**config.mk**
```make
export PLATFORM = sky130hd
export DESIGN_NAME = ahb3lite_interconnect_switch_ctrl
export DESIGN_NICKNAME = d
export VERILOG_FILES = /design/src/rtl/ahb3lite_pkg.sv /design/src/rtl/ahb3lite_interconnect_switch_ctrl.sv
export SDC_FILE = /design/constraint.sdc
export NUM_CORES = 1
export LEC_CHECK = 0
export ABC_AREA = 1
export BUFFER_PORTS_ARGS = -buffer_cell sky130_fd_sc_hd__clkbuf_2
export CORE_MARGIN = 2
export CORE_UTILIZATION = 55
export CTS_CLUSTER_SIZE = 16
export DETAILED_ROUTE_END_ITERATION = 12
export GPL_TIMING_DRIVEN = 1
export PLACE_DENSITY_LB_ADDON = 0.12
export SETUP_SLACK_MARGIN = 0.2
export SYNTH_ARGS = -nofsm -noshare
export SYNTH_HDL_FRONTEND = slang
export SYNTH_SLANG_ARGS = --single-unit
export TNS_END_PERCENT = 30
```
**constraint.sdc**
```tcl
create_clock -name HCLK -period 2.66 [get_ports HCLK]
set_input_delay 0.399 -clock HCLK [delete_from_list [all_inputs] [get_ports HCLK]]
set_output_delay 0.399 -clock HCLK [all_outputs]
set_load 0.03 [all_outputs]
```
**src/rtl/ahb3lite_pkg.sv**
```systemverilog
// ---------------------------------------------------------------------------
// ahb3lite_pkg
// Shared AHB3-Lite encodings used across the interconnect.
//   HTRANS_* : transfer type codes (IDLE, BUSY, NONSEQ, SEQ)
//   HBURST_* : burst type codes (SINGLE, INCR, WRAPx, INCRx)
//   burst_beats(): beat count of a fixed-length burst, 0 for SINGLE/INCR
// ---------------------------------------------------------------------------
package ahb3lite_pkg;

  localparam logic [1:0] HTRANS_IDLE   = 2'b00;
  localparam logic [1:0] HTRANS_BUSY   = 2'b01;
  localparam logic [1:0] HTRANS_NONSEQ = 2'b10;
  localparam logic [1:0] HTRANS_SEQ    = 2'b11;

  localparam logic [2:0] HBURST_SINGLE = 3'b000;
  localparam logic [2:0] HBURST_INCR   = 3'b001;
  localparam logic [2:0] HBURST_WRAP4  = 3'b010;
  localparam logic [2:0] HBURST_INCR4  = 3'b011;
  localparam logic [2:0] HBURST_WRAP8  = 3'b100;
  localparam logic [2:0] HBURST_INCR8  = 3'b101;
  localparam logic [2:0] HBURST_WRAP16 = 3'b110;
  localparam logic [2:0] HBURST_INCR16 = 3'b111;

  // Number of beats in a fixed-length burst. SINGLE and INCR have no
  // predetermined length and report 0.
  function automatic logic [4:0] burst_beats(input logic [2:0] hburst);
    logic [4:0] beats;
    beats = 5'd0;
    case (hburst)
      HBURST_WRAP4,  HBURST_INCR4:  beats = 5'd4;
      HBURST_WRAP8,  HBURST_INCR8:  beats = 5'd8;
      HBURST_WRAP16, HBURST_INCR16: beats = 5'd16;
      default:                      beats = 5'd0;
    endcase
    return beats;
  endfunction

endpackage

```
**src/rtl/ahb3lite_interconnect_switch_ctrl.sv**
```systemverilog
// ---------------------------------------------------------------------------
// ahb3lite_interconnect_switch_ctrl
// Per-master switch controller. Watches one master's address phase and tells
// every slave-port arbiter whether grant may be taken away from this master
// at the next HREADY edge. Switching is blocked during fixed-length bursts,
// locked sequences and (up to MAX_INCR_BEATS beats) undefined-length bursts.
//
// Ports:
//   HCLK, HRESETn   : clock (rising edge) and async active-low reset
//   HSEL            : master addresses this interconnect (0 acts as IDLE)
//   HTRANS, HBURST  : master transfer type and burst type
//   HMASTLOCK       : master lock request
//   HREADY          : bus ready; a transfer is accepted on an edge with 1
//   can_switch      : 1 = arbiter may move grant away at the next edge
//   burst_active    : controller is tracking a burst or lock
//   beat_cnt        : FIXED beats remaining, INCR beats accepted, else 0
// ---------------------------------------------------------------------------
module ahb3lite_interconnect_switch_ctrl
  import ahb3lite_pkg::*;
#(
  parameter  int MAX_INCR_BEATS = 16,
  localparam int CNT_BITS       = $clog2(MAX_INCR_BEATS) + 1
) (
  input  logic                HCLK,
  input  logic                HRESETn,
  input  logic                HSEL,
  input  logic [1:0]          HTRANS,
  input  logic [2:0]          HBURST,
  input  logic                HMASTLOCK,
  input  logic                HREADY,
  output logic                can_switch,
  output logic                burst_active,
  output logic [CNT_BITS-1:0] beat_cnt
);

  // The internal counter must also hold a 16-beat fixed burst length, even
  // when the INCR limit is configured smaller than that.
  localparam int CW = (CNT_BITS > 5) ? CNT_BITS : 5;

  typedef enum logic [1:0] {
    ST_IDLE,
    ST_FIXED,
    ST_INCR,
    ST_LOCKED
  } state_e;

  state_e          st_q, st_d;
  logic [CW-1:0]   cnt_q, cnt_d;

  logic [1:0]      eff_trans;
  logic            acc;
  logic [CW-1:0]   fixed_len;
  logic            is_fixed;
  logic            is_incr;
  logic            cnt_is_one;
  logic            cnt_is_max;
  state_e          idle_st;
  logic [CW-1:0]   idle_cnt;

  // An unselected master is indistinguishable from one driving IDLE, so all
  // decisions below look at the effective transfer type only.
  always_comb begin
    eff_trans  = HSEL ? HTRANS : HTRANS_IDLE;
    acc        = HREADY && ((eff_trans == HTRANS_NONSEQ) || (eff_trans == HTRANS_SEQ));
    fixed_len  = CW'(burst_beats(HBURST));
    is_fixed   = (fixed_len != '0);
    is_incr    = (HBURST == HBURST_INCR);
    cnt_is_one = (cnt_q == CW'(1));
    cnt_is_max = (cnt_q == CW'(MAX_INCR_BEATS));
  end

  // Burst-start decision shared by IDLE, restarts from FIXED/INCR and the
  // exit from LOCKED: a NONSEQ beat opens a FIXED or INCR burst, anything
  // else leaves the controller idle.
  always_comb begin
    idle_st  = ST_IDLE;
    idle_cnt = '0;
    if (acc && (eff_trans == HTRANS_NONSEQ)) begin
      if (is_fixed) begin
        idle_st  = ST_FIXED;
        idle_cnt = fixed_len - CW'(1);
      end else if (is_incr) begin
        idle_st  = ST_INCR;
        idle_cnt = CW'(1);
      end
    end
  end

  // Next-state and counter logic. Nothing moves on a wait state; a locked
  // accepted transfer overrides every other transition.
  always_comb begin
    st_d  = st_q;
    cnt_d = cnt_q;
    if (HREADY) begin
      if (acc && HMASTLOCK) begin
        st_d  = ST_LOCKED;
        cnt_d = '0;
      end else begin
        case (st_q)
          ST_IDLE: begin
            st_d  = idle_st;
            cnt_d = idle_cnt;
          end
          ST_FIXED: begin
            case (eff_trans)
              HTRANS_SEQ: begin
                if (cnt_is_one) begin
                  st_d  = ST_IDLE;
                  cnt_d = '0;
                end else begin
                  cnt_d = cnt_q - CW'(1);
                end
              end
              HTRANS_BUSY: begin
                st_d  = st_q;
                cnt_d = cnt_q;
              end
              HTRANS_NONSEQ: begin
                st_d  = idle_st;
                cnt_d = idle_cnt;
              end
              default: begin
                st_d  = ST_IDLE;
                cnt_d = '0;
              end
            endcase
          end
          ST_INCR: begin
            case (eff_trans)
              HTRANS_SEQ: begin
                if (!cnt_is_max) begin
                  cnt_d = cnt_q + CW'(1);
                end
              end
              HTRANS_BUSY: begin
                st_d  = st_q;
                cnt_d = cnt_q;
              end
              HTRANS_NONSEQ: begin
                st_d  = idle_st;
                cnt_d = idle_cnt;
              end
              default: begin
                st_d  = ST_IDLE;
                cnt_d = '0;
              end
            endcase
          end
          ST_LOCKED: begin
            if (!HMASTLOCK) begin
              st_d  = idle_st;
              cnt_d = idle_cnt;
            end
          end
          default: begin
            st_d  = ST_IDLE;
            cnt_d = '0;
          end
        endcase
      end
    end
  end

  // State and counter registers; reset drops any burst in progress.
  always_ff @(posedge HCLK or negedge HRESETn) begin
    if (!HRESETn) begin
      st_q  <= ST_IDLE;
      cnt_q <= '0;
    end else begin
      st_q  <= st_d;
      cnt_q <= cnt_d;
    end
  end

  // can_switch is combinational from state and the live address phase.
  // While reset is held the output shows its idle value regardless of what
  // the master is driving.
  always_comb begin
    can_switch = 1'b1;
    if (!HRESETn) begin
      can_switch = 1'b1;
    end else if (HSEL && HMASTLOCK) begin
      can_switch = 1'b0;
    end else begin
      case (st_q)
        ST_LOCKED: can_switch = 1'b0;
        ST_IDLE:   can_switch = !((eff_trans == HTRANS_NONSEQ) && (is_fixed || is_incr));
        ST_FIXED:  can_switch = (cnt_is_one && (eff_trans == HTRANS_SEQ)) ||
                                (eff_trans == HTRANS_IDLE);
        ST_INCR:   can_switch = (eff_trans == HTRANS_IDLE) ||
                                (eff_trans == HTRANS_NONSEQ) || cnt_is_max;
        default:   can_switch = 1'b1;
      endcase
    end
  end

  assign burst_active = (st_q != ST_IDLE);
  assign beat_cnt     = cnt_q[CNT_BITS-1:0];

endmodule

```
==> results.md, run 1 <==
* Status: finished, final reports clean
* Cells after Synth at 142
* Clk buf depth at 2
* Mean post-synth cell area at 6.04 um2
* Commonest non-fill, non-tap cell in the layout: nand2_1
* Peak supply drop at 0.256 mV
* DR vias/cell at 5.35
* Sequential share of the synthesized area at 20.4%
* # setup viols final at 0
* Hold path start: HBURST[0]
* Antenna Nets Post-Route at 0
* H-tree level count at 1
* CP Max Fanout at 7
* Post-CTS Hold Buffers at 1
* Tcrit/Tclk final at 84.6%
* Drt total wl at 2060 um
* Total grt overflow at 0
* Initial drt markers at 15
* Kind of critical path: reg -> out
* Max Cap Viol at 0
* Vias in the first global route at 862
* Diodes inserted at 0
* Minimum clock period at 2.25 ns
* M1 GR Usage at 37.0%
* CTS buffer count at 3
* CTS Sinks at 7
* Mapped cell area at 858 um2
* CORE AREA at 1490 um2
* Die Y at 43.5 um
* Most frequent cells in the layout: nand2_1 (50), inv_1 (17), nand3_1 (16), clkbuf_2 (16), nor2_1 (14)
* Worst R2R Start: st_q[0]
* # port buffers at 16
* Final slew viol count at 0
* RSZ-0062 raised after global routing: false
* Net count, final at 182
* Remaining DRCs at 0
* FP Rows at 14
* Largest net degree at the start of global routing at 11
* CTS tree: yes
* CP Launch Type: flip-flop
* Initial antenna violation count at 0
* Met2 Use GR at 38.8%
* Drt wl/cell at 11.6 um
* Fin util at 66.5%
* Area Growth Syn to Fin at 15.3%
* Syn Nets at 161
* Clock-pin slew on the worst setup and hold paths at 0.05 ns
* Routed via count at 953
* # Post-CTS Setup Buffers at 0
* First-pass GRT wire length at 3610 um
* Unique masters post-synth at 22
* CP Launch Point: beat_cnt[0]
* HPWL after detailed placement at 1660 um
* Ports at 17
* Clk_skew at 0.00549 ns
* Chip width at 43.5 um
* Setup_tns at 0 ns
* PwrDens at 378 nW/um2
* Slew margin rel. at 75.1%
* Die area at 1890 um2
* Synth Register Bits at 7
* Met3 Use GR at 2.50%
* PostCTS Resize Cnt at 0
* Worst Max-Slew Pin Slew at 0.374 ns
* Design Power at 0.375 mW
* Worst Hold Class: in -> reg
* Synth Warn # at 0
* Critical Path RT at 2.26 ns
* RD Place Congestion at 0.904
* DRT Pass-1 Iters at 4
* Gr busiest metal: met2
* Final design area excluding fillers at 990 um2
* P_leak at 0.559 nW
* Area after DPL at 953 um2
* Clk root buf: clkbuf_4
* Clock Latency Late Sink at 0.25 ns
* Peak Freq at 445 MHz
* Share of layout cells above drive strength 1 at 16.7%
* GRT Total Usage at 25.3%
* Hold Vio Cnt, Final at 0
* Critical path arrival at 1.85 ns
* Initial Util at 57.6%
* Fillers at 151
* Type of element capturing the critical path: primary output
Yosys cell counts:
master / n / area share (%)
o22ai_1: 1 / 0.73
buf_2: 1 / 0.58
or2_2: 2 / 1.5
nand2_1: 50 / 22
a21oi_1: 5 / 2.9
inv_1: 17 / 7.4
nand3_1: 16 / 9.3
o21ai_0: 3 / 1.7
nor2_1: 14 / 6.1
nor2_2: 2 / 1.5
nor2_4: 1 / 1.3
o211ai_1: 1 / 0.87
nand3_2: 1 / 1.2
o31ai_1: 1 / 0.87
xnor2_1: 2 / 2.0
inv_2: 1 / 0.44
ha_1: 9 / 13
nor3_2: 1 / 1.2
a31oi_1: 1 / 0.73
dfrtp_1: 7 / 20
nor3_1: 1 / 0.58
nand4_1: 5 / 3.6
power breakdown:
group          internal (mW)  switching (mW)  total [mW]
Sequential             0.114          0.0169       0.131
Combinational         0.0519          0.0974       0.149
Clock                 0.0571          0.0374      0.0946
cells by family (layout without fill, tap and decap cells):
kind of cell               after synthesis  count (layout)  share of synthesized area (%)
and+or+nand+nor                         93              93                           48.1
buffers and inverters                   19              39                           8.45
AOI/OAI and AO/OA                       12              12                           7.87
adders and majority gates                9               9                           13.1
DFF                                      7               7                           20.4
xor gates and xnor gates                 2               2                           2.04
registers in the layout, summed over array words and instances (netlist names):
| register | count |
|---|---|
| beat_cnt | 5 |
| st_q | 2 |
metrics by stage:
stage          hold WS (ns)  instances  worst slack [ns]
2_1_floorplan         0.103        142             0.655
3_3_place_gp          0.250        173             0.716
3_5_place_dp          0.256        173             0.683
4_1_cts               0.419        178             0.406
5_1_grt               0.455        178             0.247
6_report              0.424        178             0.411
cell type report:
type                       instances  area, um2  share of cell area (%)
clock buffer                       4       26.3                    2.65
inverter                          18       67.6                    6.83
multi-input combinational        116        611                    61.7
sequential                         7        175                    17.7
tap                               16       20.0                    2.02
timing repair buffer              17       90.1                    9.10
worst max-delay path: stages (launching register included):
cell	delay [ns]
dfrtp_1	0.44
inv_1	0.17
ha_1	0.17
nand2_1	0.05
inv_1	0.07
a21oi_1	0.06
or2_2	0.27
nand2_1	0.06
o21ai_0	0.06
nand2_1	0.06
clkbuf_2	0.20
final timing paths:
| kind | to | slack, ns | cells past startpoint |
|---|---|---|---|
| worst max-delay path | can_switch | 0.41 | 10 |
| worst min register to register | st_q[1] | 0.58 | 2 |
| max in group asynchronous | beat_cnt[2] | 1.94 | 2 |
| worst min-delay path | st_q[1] | 0.42 | 3 |
| worst max register to register | beat_cnt[0] | 0.82 | 8 |
| min in group asynchronous | beat_cnt[0] | 0.53 | 2 |
layer usage:
metal	vias to the layer above	share of wire, %
li1	502	-
met1	433	49
met2	16	47
met3	2	3.2
met4	0	0.39
met5	-	0
Note: power is estimated with default switching activity, not from simulation.
==> run 2, diff against run 1 <==
Settings changed: CORE_UTILIZATION 55 to 48.
Clock period 2.66 ns to 1.9 ns, I/O delays scaled along.
==> results.md, run 2 (synthesized netlist as in run 1, its figures left out) <==
* Clk buf depth at 2 (unchanged)
* Area Growth Syn to Fin at 38.2%
* DR vias/cell at 5.31 (-0.89%)
* P_leak at 0.621 nW (+11%)
* CP Launch Type: flip-flop
* HPWL after detailed placement at 1720 um (+3.8%)
* Setup_tns at 0 ns (unchanged)
* FP Rows at 15 (+1)
* RSZ-0062 raised after global routing: true
* Fin util at 69.5% (+3.0 points)
* Routed via count at 1056 (+11%)
* Initial drt markers at 43 (+28)
* Worst Max-Slew Pin Slew at 0.326 ns (-0.0478 ns)
* NetSw at 0.246 mW (+62%)
* CTS buffer count at 3 (unchanged)
* Peak supply drop at 0.421 mV (+64%)
* Hold Path End: st_q[1]
* Chip width at 46.3 um (+6.4%)
* Max Cap Viol at 0 (unchanged)
* Share of layout cells above drive strength 1 at 33.9% (+17 points)
* # port buffers at 16 (unchanged)
* Tcrit/Tclk final at 97.2%
* Net count, final at 194 (+6.6%)
* Worst path most repeated cell: nand2_2
* RD Place Congestion at 0.869 (-3.8%)
* # setup viols final at 0 (unchanged)
* Clk_skew at 0.000797 ns (-0.00470 ns)
* GRT Total Usage at 25.5% (+0.18 points)
* Design Power at 0.600 mW (+60%)
* Drt total wl at 2490 um (+21%)
* Hold path start: HBURST[0]
* Worst Hold Class: in -> reg
* CTS Sinks at 7 (unchanged)
* Antenna Nets Post-Route at 0 (unchanged)
* Vias in the first global route at 861 (-0.12%)
* Hold path cells at 3 (unchanged)
* CTS tree: yes
* Switching part of the total power at 41.0% (+0.45 points)
* Final slew viol count at 0 (unchanged)
* PwrDens at 506 nW/um2 (+34%)
* Die area at 2140 um2 (+13%)
* Initial antenna violation count at 0 (unchanged)
* Status: finished, final reports clean
* R2R cell count at 8 (unchanged)
* Ports at 17 (unchanged)
* Slowest CP cell: dfrtp_2
* Most frequent cells in the layout: nand2_1 (47), nand3_1 (15), clkbuf_2 (15)
* CP max stage delay at 0.42 ns (-0.02 ns)
* Hold Vio Cnt, Final at 0 (unchanged)
* Setup ws final at 0.0534 ns (-0.357 ns)
* CORE AREA at 1710 um2 (+15%)
* CP Max Fanout at 3 (-4)
* P_int at 0.354 mW (+59%)
* Clk root buf: clkbuf_4
* Pre-CTS setup slack at 0.119 ns (-0.564 ns)
* Power share of the combinational group at 48.4% (+8.6 points)
* Slew margin rel. at 78.2% (+3.1 points)
* Critical path arrival at 1.56 ns (-0.29 ns)
* Area after DPL at 1010 um2 (+5.8%)
* Die Y at 46.3 um (+6.4%)
* Diodes inserted at 0 (unchanged)
* Number of flip-flops in the largest register at 5 (unchanged)
* Final design area excluding fillers at 1190 um2 (+20%)
* H-tree level count at 1 (unchanged)
* R2R Path End: beat_cnt[0]
* Minimum clock period at 1.85 ns
* Kind of critical path: reg -> out
* Initial Util at 50.3% (-7.4 points)
* Drt wl/cell at 12.5 um (+8.1%)
* CP cell instances: inv_4 -> ha_4 -> nand2_2 -> inv_2 -> a21oi_2 -> or2_4 -> nand2_2 -> o21ai_2 -> nand2_2 -> buf_8
* Critical Path RT at 1.62 ns (-0.64 ns)
* Worst R2R Start: st_q[0]
* R2r setup slk at 0.29 ns (-0.53 ns)
* Sequential Power Share at 29.2% (-5.7 points)
* Peak Freq at 542 MHz
* DRT Pass-1 Iters at 4 (unchanged)
* Total grt overflow at 0 (unchanged)
* Clock Power Share at 22.5% (-2.7 points)
* Clock-pin slew on the worst setup and hold paths at 0.05 ns (about the same)
* Clock Latency Late Sink at 0.25 ns (about the same)
* Type of element capturing the critical path: primary output
* Largest net degree at the start of global routing at 10 (-1)
* Commonest non-fill, non-tap cell in the layout: nand2_1
* Remaining DRCs at 0 (unchanged)
* First-pass GRT wire length at 3790 um (+5.0%)
-- run 2: timing repair --
item                                   4_1_cts  5_1_grt
endpoints found under the hold margin        7        0
pin swaps                                    2        2
setup endpoints to repair                    4        4
setup buffers                                6        3
hold buffers                                 1        0
gates resized for setup                     13       10
-- run 2: worst max-delay path, delay by kind of cell, from the launching register on --
family | cells | cell delay, ns
AND/OR/NAND/NOR | 4 | 0.40
flip-flops | 1 | 0.42
buffers and inverters | 3 | 0.26
adder cells (fa/ha/maj) | 1 | 0.12
AO/OA/AOI/OAI | 2 | 0.10
-- run 2: area by class of cell --
type                    instances  area, um2
well taps                      25       31.3
inverters                      18       72.6
repair buffers                 29        190
multi-input cells             116        684
clock buffers                   4       26.3
flip-flops and latches          7        181
fillers                       151        522
-- run 2: power groups by stage --
| stage | Combinational, mW | Sequential [mW] | Clock (mW) |
|---|---|---|---|
| 2_1_floorplan | 0.153 | 0.187 | 0 |
| 3_3_place_gp | 0.230 | 0.174 | 0 |
| 3_5_place_dp | 0.230 | 0.176 | 0 |
| 4_1_cts | 0.258 | 0.175 | 0.141 |
| 5_1_grt | 0.320 | 0.176 | 0.148 |
| 6_report | 0.290 | 0.175 | 0.135 |
-- run 2: through the flow --
stage | cells | hold slack (ns)
2_1_floorplan | 142 | -0.0106
3_3_place_gp | 185 | 0.142
3_5_place_dp | 185 | 0.145
4_1_cts | 196 | 0.297
5_1_grt | 199 | 0.321
6_report | 199 | 0.299
-- run 2: how the worst max path moves through the flow --
stage | from | end | slack [ns] | depth (start not counted)
after global placement | st_q[1] | can_switch | 0.14 | 9
after global routing | st_q[0] | can_switch | -0.03 | 8
after detailed placement | st_q[0] | can_switch | 0.12 | 8
final | beat_cnt[1] | can_switch | 0.05 | 10
after floorplan | beat_cnt[0] | can_switch | 0.22 | 9
after CTS | beat_cnt[1] | can_switch | 0.01 | 10
-- run 2: routing by layer --
layer	share of wire, %	vias to the layer above	GRT usage, %
met5	0	-	0
met4	2.5	0	12.6
met3	4.7	9	3.14
met2	50	32	41.1
met1	43	492	33.1
li1	-	523	-
==> run 3, diff against run 2 <==
Settings changed: PLACE_DENSITY_LB_ADDON 0.12 to 0.15.
==> results.md, run 3 (synthesized netlist as in run 1, its figures left out) <==
* Status: finished, final reports clean
* CP Max Fanout at 3 (unchanged)
* Gr busiest metal: met2
* Met3 Use GR at 3.92% (+0.78 points)
* CP bufs+invs at 3 (unchanged)
* Clock Latency Late Sink at 0.25 ns (about the same)
* Slowest CP cell: dfrtp_2
* # port buffers at 16 (unchanged)
* Antenna Nets Post-Route at 0 (unchanged)
* Hold Vio Cnt, Final at 0 (unchanged)
* DRT Pass-1 Iters at 6 (+2)
* Diodes inserted at 0 (unchanged)
* Clk root buf: clkbuf_4
* CTS buffer count at 3 (unchanged)
* Area Growth Syn to Fin at 37.8%
* CP cell instances: inv_2 -> ha_4 -> nand2_2 -> inv_2 -> a21oi_2 -> or2_4 -> nand2_2 -> o21ai_2 -> nand2_2 -> buf_8
* Power share of the combinational group at 47.1% (-1.3 points)
* Chip width at 46.3 um (unchanged)
* Net count, final at 195 (+0.52%)
* Initial drt markers at 41 (-4.7%)
* Fillers at 146 (-3.3%)
* Minimum clock period at 1.88 ns (+0.0351 ns)
* Type of element capturing the critical path: primary output
* # setup viols final at 0 (unchanged)
* Remaining DRCs at 0 (unchanged)
* Clk_skew at 0.00101 ns (+0.000209 ns)
* M1 GR Usage at 32.5% (-0.63 points)
* Drt total wl at 2450 um (-1.6%)
* Drt wl/cell at 12.2 um (-2.1%)
* Hold Slack at 0.294 ns (-0.00499 ns)
* Sequential Power Share at 29.9% (+0.7 points)
* P_leak at 0.626 nW (+0.84%)
* CTS Sinks at 7 (unchanged)
* PwrDens at 499 nW/um2 (-1.3%)
* Total grt overflow at 0 (unchanged)
* Routed via count at 1037 (-1.8%)
* Initial Util at 50.3% (unchanged)
* GRT Total Usage at 24.8% (-0.68 points)
* Critical path arrival at 1.60 ns (+0.04 ns)
* CP max stage delay at 0.41 ns (about the same)
* P_int at 0.350 mW (-1.0%)
* Ports at 17 (unchanged)
* NetSw at 0.239 mW (-2.5%)
* Slew margin rel. at 77.5% (-0.63 points)
* H-tree level count at 1 (unchanged)
* CORE AREA at 1710 um2 (unchanged)
* RSZ-0062 raised after global routing: true
* Kind of critical path: reg -> out
* Die Y at 46.3 um (unchanged)
* RD Place Congestion at 0.867 (-0.33%)
* CTS tree: yes
* Worst Max-Slew Pin Slew at 0.336 ns (+0.00937 ns)
* First-pass GRT wire length at 3800 um (+0.34%)
* Worst path most repeated cell: nand2_2
* Vias in the first global route at 916 (+6.4%)
* Clk buf depth at 2 (unchanged)
* CP Launch Type: flip-flop
* Tcrit/Tclk final at 99.0% (+1.8 points)
* Critical Path RT at 1.62 ns (about the same)
* Max Cap Viol at 0 (unchanged)
* Met2 Use GR at 38.9% (-2.2 points)
* Final slew viol count at 0 (unchanged)
* Largest delay contributor family on the critical path: simple AND/OR/NAND/NOR gates
* Initial antenna violation count at 0 (unchanged)
* Peak supply drop at 0.374 mV (-11%)
* Die area at 2140 um2 (unchanged)
* Share of layout cells above drive strength 1 at 33.7% (-0.19 points)
* Number of flip-flops in the largest register at 5 (unchanged)
* Switching part of the total power at 40.6% (-0.37 points)
* FP Rows at 15 (unchanged)
* Worst Hold Class: in -> reg
* HPWL after detailed placement at 1730 um (+0.65%)
* Fin util at 69.2% (-0.22 points)
* Clock-pin slew on the worst setup and hold paths at 0.05 ns (about the same)
* Most frequent cells in the layout: nand2_1 (47), nand3_1 (15), clkbuf_2 (15)
* Clock Power Share at 23.0% (+0.5 points)
* Peak Freq at 531 MHz (-1.9%)
* DR vias/cell at 5.19 (-2.3%)
* Commonest non-fill, non-tap cell in the layout: nand2_1
* Largest net degree at the start of global routing at 10 (unchanged)
run 3: cell count changes in the layout (fill, tap and decap cells not counted), sizes merged:
cell and delta:
buf +1
run 3: per-layer routing:
metal  vias to the layer above  wire length [um]
li1                        527                 -
met1                       462              1080
met2                        41              1190
met3                         7               122
met4                         0                58
met5                         -                 0
run 3: power groups by stage:
stage	Combinational [mW]	Clock (mW)	Sequential (mW)
after global placement	0.229	0	0.174
final	0.278	0.135	0.177
after global routing	0.306	0.148	0.178
after floorplan	0.153	0	0.187
after CTS	0.259	0.141	0.174
after detailed placement	0.232	0	0.175
run 3: metrics by stage:
step	std cells	cell area (um2)	setup slack, ns	TNS (ns)	power, mW
final	200	1180	0.0184	0	0.590
after detailed placement	185	1010	0.116	0	0.407
after CTS	196	1130	0.0150	0	0.575
after global routing	200	1180	-0.0471	-0.0471	0.632
after global placement	185	1010	0.137	0	0.403
after floorplan	142	880	0.225	0	0.340
run 3: worst register-to-register path, delay by kind of cell (launching register included):
family | cells | cell delay [ns]
xor+xnor | 1 | 0.14
buf+inv | 3 | 0.32
simple gates | 5 | 0.37
fa+ha+maj | 1 | 0.23
flops | 1 | 0.41
run 3: worst paths after layout:
kind	from	end	slack (ns)	cells past startpoint
min reg2reg	st_q[1]	st_q[1]	0.56	2
min in group asynchronous	HRESETn	beat_cnt[3]	0.52	2
max reg2reg	beat_cnt[0]	beat_cnt[2]	0.31	10
max	beat_cnt[1]	can_switch	0.02	10
max in group asynchronous	HRESETn	st_q[1]	1.12	2
min	HBURST[0]	st_q[1]	0.29	3
run 3: layout make-up:
| class | count | area (um2) | share of cell area, % |
|---|---|---|---|
| Timing Repair Buffer | 30 | 198 | 16.7 |
| Sequential cell | 7 | 181 | 15.3 |
| Inverter | 18 | 70.1 | 5.93 |
| Multi-Input combinational cell | 116 | 676 | 57.1 |
| Tap cell | 25 | 31.3 | 2.65 |
| Clock buffer | 4 | 26.3 | 2.22 |
run 3: repair_timing:
item,in CTS,in global routing
endpoints found under the setup margin,1,4
cloned,0,0
resized for setup,13,7
hold endpoints to repair,7,0
hold buffers,1,0
pin swaps,2,1
setup buffers,6,4
